### src/rtl/fetch_unit.sv
// Instruction fetch unit: issues sequential PC requests to instruction memory and
// buffers in-order responses for downstream, with redirect flush and discard of stale responses.
module fetch_unit #(
  parameter int              XLEN     = 32,
  parameter logic [XLEN-1:0] RESET_PC = '0,
  parameter int              DEPTH    = 4
) (
  input  logic            clk,
  input  logic            reset,
  output logic            imem_req_valid,
  input  logic            imem_req_ready,
  output logic [XLEN-1:0] imem_req_addr,
  input  logic            imem_rsp_valid,
  input  logic [31:0]     imem_rsp_data,
  input  logic            redirect_valid,
  input  logic [XLEN-1:0] redirect_pc,
  output logic            instr_valid,
  input  logic            instr_ready,
  output logic [31:0]     instr_data,
  output logic [XLEN-1:0] instr_pc
);

  localparam int AW = $clog2(DEPTH);
  localparam int CW = $clog2(DEPTH + 1);
  localparam logic [CW:0] DEPTH_W = (CW+1)'(DEPTH);

  logic [XLEN-1:0] pc_q, pc_d;
  logic [XLEN-1:0] rsp_pc_q, rsp_pc_d;
  logic [CW-1:0]   count_q, count_d;
  logic [CW-1:0]   outstanding_q, outstanding_d;
  logic [CW-1:0]   discard_q, discard_d;
  logic [AW-1:0]   wr_ptr_q, wr_ptr_d;
  logic [AW-1:0]   rd_ptr_q, rd_ptr_d;
  logic [31:0]     buf_data_q [DEPTH];
  logic [XLEN-1:0] buf_pc_q   [DEPTH];

  logic credit_ok, req_fire, rsp_seen, rsp_drop, push, pop;

  // Handshakes: a transfer happens on any cycle where valid and ready are both high;
  // valid never depends on ready, and ready may change freely while valid is low.
  always_comb begin
    credit_ok      = ({1'b0, count_q} + {1'b0, outstanding_q}) < DEPTH_W;
    imem_req_valid = credit_ok && !redirect_valid && !reset;
    imem_req_addr  = pc_q;
    instr_valid    = (count_q != '0) && !redirect_valid && !reset;
    instr_data     = buf_data_q[rd_ptr_q];
    instr_pc       = buf_pc_q[rd_ptr_q];

    req_fire = imem_req_valid && imem_req_ready;
    // A response with nothing outstanding is a memory protocol error; ignoring it keeps counters sane.
    rsp_seen = imem_rsp_valid && (outstanding_q != '0);
    rsp_drop = rsp_seen && (discard_q != '0);
    push     = rsp_seen && (discard_q == '0) && !redirect_valid;
    pop      = instr_valid && instr_ready;

    pc_d          = pc_q;
    rsp_pc_d      = rsp_pc_q;
    count_d       = count_q;
    outstanding_d = outstanding_q;
    discard_d     = discard_q;
    wr_ptr_d      = wr_ptr_q;
    rd_ptr_d      = rd_ptr_q;

    if (redirect_valid) begin
      // Every request still in flight belongs to the old path and must be dropped.
      pc_d          = redirect_pc;
      rsp_pc_d      = redirect_pc;
      count_d       = '0;
      wr_ptr_d      = '0;
      rd_ptr_d      = '0;
      outstanding_d = outstanding_q - CW'(rsp_seen);
      discard_d     = outstanding_q - CW'(rsp_seen);
    end else begin
      if (req_fire) pc_d = pc_q + XLEN'(4);
      if (push) begin
        rsp_pc_d = rsp_pc_q + XLEN'(4);
        wr_ptr_d = wr_ptr_q + AW'(1);
      end
      if (pop) rd_ptr_d = rd_ptr_q + AW'(1);
      count_d       = count_q + CW'(push) - CW'(pop);
      outstanding_d = outstanding_q + CW'(req_fire) - CW'(rsp_seen);
      discard_d     = discard_q - CW'(rsp_drop);
    end
  end

  always_ff @(posedge clk) begin
    if (reset) begin
      pc_q          <= RESET_PC;
      rsp_pc_q      <= RESET_PC;
      count_q       <= '0;
      outstanding_q <= '0;
      discard_q     <= '0;
      wr_ptr_q      <= '0;
      rd_ptr_q      <= '0;
    end else begin
      pc_q          <= pc_d;
      rsp_pc_q      <= rsp_pc_d;
      count_q       <= count_d;
      outstanding_q <= outstanding_d;
      discard_q     <= discard_d;
      wr_ptr_q      <= wr_ptr_d;
      rd_ptr_q      <= rd_ptr_d;
    end
  end

  always_ff @(posedge clk) begin
    if (push) begin
      buf_data_q[wr_ptr_q] <= imem_rsp_data;
      buf_pc_q[wr_ptr_q]   <= rsp_pc_q;
    end
  end

endmodule

### config.mk
export PLATFORM = sky130hd
export DESIGN_NAME = fetch_unit
export DESIGN_NICKNAME = d
export VERILOG_FILES = /design/src/rtl/fetch_unit.sv
export SDC_FILE = /design/constraint.sdc
export NUM_CORES = 1
export LEC_CHECK = 0
export ABC_AREA = 1
export ABC_CLOCK_PERIOD_IN_PS = 5600
export BUFFER_PORTS_ARGS = -buffer_cell sky130_fd_sc_hd__buf_4
export CORE_ASPECT_RATIO = 1.25
export CORE_UTILIZATION = 55
export CTS_CLUSTER_SIZE = 16
export DETAILED_ROUTE_END_ITERATION = 10
export GPL_TIMING_DRIVEN = 0
export PLACE_DENSITY = 0.72
export SLEW_MARGIN = 20
export SYNTH_ARGS = -nofsm -noshare
export SYNTH_HDL_FRONTEND = slang
export SYNTH_SLANG_ARGS = --single-unit
### constraint.sdc
create_clock -name clk -period 5.6 [get_ports clk]
set_input_delay 0.84 -clock clk [delete_from_list [all_inputs] [get_ports clk]]
set_output_delay 0.84 -clock clk [all_outputs]
set_load 0.03 [all_outputs]
## After elaboration in Yosys (flattened, before gate mapping)

Memories as Yosys holds them, arrays and structs flattened. A register that Yosys moved wholly into a read port is not among the register bits.
Index checks and enable logic that the tools add are counted.
W data, S select, Z words.

- ROM bits: 0
- Latch bits: 0
- Memories: 2
- Output and inout port bits: 98
- Bits in writable memories: 256
- Register bits after elaboration: 77

- $add $sub $neg: 11
- Bitwise logic cells: 0
- Muxes and demuxes: 12
- Magnitude comparators: 1
- Reduce and logical (&&, ||, !) cells: 19
- Shift-type cells: 0
- Eq/ne operators: 0
- Multiply operators: 0
- Div/mod/pow operators: 0

Memory list:

| name | depth | width | rd ports | clocked after memory_dff | write ports | line | source |
|---|---|---|---|---|---|---|---|
| buf_data_q | 4 | 32 | 1 | 1 | 1 | 34 | `logic [31:0] buf_data_q [DEPTH];` |
| buf_pc_q | 4 | 32 | 1 | 1 | 1 | 35 | `logic [XLEN-1:0] buf_pc_q [DEPTH];` |

Operators with widths:

| kind | number |
|---|---|
| $mux W32 | 4 |
| $add A32 B3 Y32 const B | 2 |
| $sub A3 B1 Y3 | 4 |
| $logic_and A1 B1 Y1 | 10 |
| $reduce_bool A3 Y1 | 3 |
| $mux W2 | 4 |
| $add A3 B1 Y3 | 2 |
| $mux W3 | 2 |
| $add A2 B1 Y2 const B | 2 |
| $add A3 B3 Y4 | 1 |
| $lt A4 B3 Y1 const B | 1 |
| $reduce_bool A2 Y1 | 2 |
| $logic_not A3 Y1 | 1 |
| $logic_not A1 Y1 | 2 |
| $mux W1 | 2 |
| $reduce_or A2 Y1 | 1 |

## Longest topological paths before layout

- Word-level depth: 8
- Mapped depth: 13

## Worst setup path after synthesis

OpenSTA, ideal clock, no wires.

- Kind: input to register
- From: input imem_rsp_valid
- To: memory buf_data_q[0][0] (enable)
- Setup slack: 1,174 ps
- Stages on the path: 5
- Data required time: 5,114 ps
- Arrival: 3,940 ps
- Buffers on the path: 1
- Cell sequence: nand2_2 nor2_2 buf_6 nand2_4 nor2_1

- Word-level cells in the longest chain between the ends: 5

Ends and longest elaborated chain:

| item | line | source |
|---|---|---|
| start: declaration | 13 | `input logic imem_rsp_valid,` |
| $logic_and A1 B1 Y1 | 51 | `rsp_seen = imem_rsp_valid && (outstanding_q != '0);` |
| $logic_and A1 B1 Y1 (2 in series) | 53 | `push = rsp_seen && (discard_q == '0) && !redirect_valid;` |
| $mux W1 | 107 | `if (push) begin` |
| $mux W1 (implied by the code) | 108 | `buf_data_q[wr_ptr_q] <= imem_rsp_data;` |
| end: declaration | 34 |  |

No other way between the ends.

==> impl_metrics.toml <==
[drt]
first_pass_iters = 5
avgViaCountPerCell = 5.64
drt_iter0_markers = 885
ant_nets = 0
wire_per_inst_microns = 18.5
route.detailed.drc = 0
vias = 11251
wl_microns = 36900

[worst_setup_path]
criticalPathCategory = "reg2out"
critPathMaxStageDelay_ns = 0.48
critPathMaxFanout = 10
start_kind = "register"
cp_slowest_cell = "clkbuf_1"
crit_path_cell_trace = "buf_2 -> inv_1 -> buf_2 -> clkbuf_1 -> nor2_1 -> o22ai_1 -> buf_4"
path_buf_inv = 5
r2r-start = "outstanding_q[2]"
crit_arrival_ns = 2.57
crit_path_frequent_cell = "buf_2"
r2r_cells = 13
r2r_slack_ns = 3.01
crit_family = "buffers and inverters"
required_ns = 4.76
crit_path_end_kind = "output pin"
reg2reg_to = "outstanding_q[2]"

[cells_and_area]
diodes = 0
area_delta_synth_final_pct = 20.4
nNetsFinal = 1718
drive_above_1_share = 0.167
fin_cells = 1994
final_cell_mix = "edfxtp_1, nand2_1, nor2_1, buf_4, o21ai_0"
fin_util = 0.671
final_common_cell = "edfxtp_1"

[logic_synthesis]
synthDistinctLibCells = 41
synth_nets = 1509
syn-cell-area_sq_mm = 0.0145
ys_warn_count = 0
synthCells = 1421
ys_seq_area_frac = 0.641
ys_ff_latch = 335
syn_area_per_cell_sq_um = 10.2

[timing]
worstMarginPinSlew_ns = 0.764
rsz0062_at_grt = "no"
finalSetupViolations = 0
max_freq_mhz = 293
slew_headroom = 0.489
fin_tns_setup_ns = 0
hold_violations = 0
fin_skew_ns = 0.0129
min_period_over_period = 0.609
drv_slew = 0
whs_ns = 0.472
fin_crit_ns = 3.41

[min_path]
min_to = "imem_req_addr[1]"
worstHoldStart = "imem_req_addr[1]"
hold_depth = 2
hp-class = "reg2reg"

[grt]
grt_pass1_wl_microns = 57100
grtUsageTotal = 0.274
grt_pass1_vias = 10916
overflow = 0
antenna_found_initial = 0
grt_max_degree = 25

[floorplan]
die_w_microns = 147
core_area_sq_mm = 0.0259
start_util = 0.558
die_area_sq_mm = 0.0270
io_pins = 168
die_h_microns = 183
rows = 66

[power]
powerDensity_mw_per_mm2 = 339
power_mw = 5.90
p_leak_nw = 6.44
ir_drop_mv = 0.233

[clock_network]
clk_pin_slew_ns = 0.07
clock-sinks = 335
cts_setup_buffers = 0
cts_resized = 0
clock_tree.buffer_depth = 3
root_buffer = "clkbuf_16"
numCtsBuffers = 30
cts_hold_buf = 0
htree_num_levels = 1
cts_tree = "yes"
clk_latency_ns = 0.56

[placement]
dp_hpwl_microns = 26100
numPlacedInstances = 1938
io_buffers = 166
gp_congestion = 0.936

[status]
status = "finished, final reports clean"

[job]
max_cap_violations = 0
## area by class of cell
cell class	count	area [sq um]
Clock buffer	40	851
Inverter	95	365
Fill cell	2052	8520
Tap cell	340	425
Timing Repair Buffer	177	1530
Clock inverter	16	115
Buffer	64	314
Multi-Input combinational cell	927	4540
Sequential cell	335	9270
## worst max path at each step
stage	to	slack, ns	cells past startpoint
after floorplan	buf_data_q[0][0]	1.17	5
after global placement	buf_data_q[3][7]	-1.05	6
after CTS	instr_pc[19]	2.12	7
final	instr_pc[21]	2.19	7
after global routing	instr_pc[24]	2.04	7
after detailed placement	outstanding_q[2]	2.62	13
## Yosys cell counts (all sizes together)
cell type	count	area, sq um
a31oi	8	50.1
nand4	11	68.8
fa	2	40.0
o21ai	178	891
nand3	65	335
clkbuf	46	174
o211ai	4	30.0
xor2	13	114
clkinv	3	17.5
inv	92	348
nand3b	9	67.6
a21o	1	7.51
nor3	5	25.0
edfxtp	256	7690
a21oi	57	285
dfxtp	79	1580
buf	18	140
o21bai	6	45.0
or2	2	12.5
xnor2	2	17.5
nand2	238	926
o22ai	70	438
o21a	1	7.51
ha	16	200
nor2	239	953
## power breakdown
part | total (mW) | internal, mW | switching, mW
combinational | 0.945 | 0.345 | 0.600
sequential | 2.96 | 2.85 | 0.110
clock | 1.99 | 1.11 | 0.877
## sequential cells by signal, summed over array words and instances (netlist names), named ones only
register,flops
count_q,3
rsp_pc_q,32
discard_q,3
outstanding_q,3
wr_ptr_q,2
rd_ptr_q,2
buf_data_q,128
buf_pc_q,128
imem_req_addr,32
## worst min-delay path, delay by kind of cell, from the launching register on
family	cells	cell delay (ns)
AO/OA/AOI/OAI	1	0.06
flip-flops	1	0.33
AND/OR/NAND/NOR	1	0.05
## per-layer routing
metal,vias up,routed length (microns),global-route usage
li1,5373,-,-
met4,0,1440,0.118
met3,89,2100,0.0261
met1,5373,14400,0.335
met2,416,19000,0.492
met5,-,0,0
## cell families after synthesis
group           Yosys count  share of synthesized area
flops                   335                      0.641
xor+xnor                 15                    0.00908
simple gates            569                      0.165
buf+inv                 159                     0.0470
fa+ha+maj                18                     0.0166
compound gates          325                      0.121
## stage by stage
step	cell area, sq um	setup WS (ns)
floorplan	14500	1.17
detailed placement	16400	2.62
finish	17400	2.19
CTS	17400	2.12
global route	17400	2.04
global placement	16100	-1.05
(Power assumes the default switching activity.)
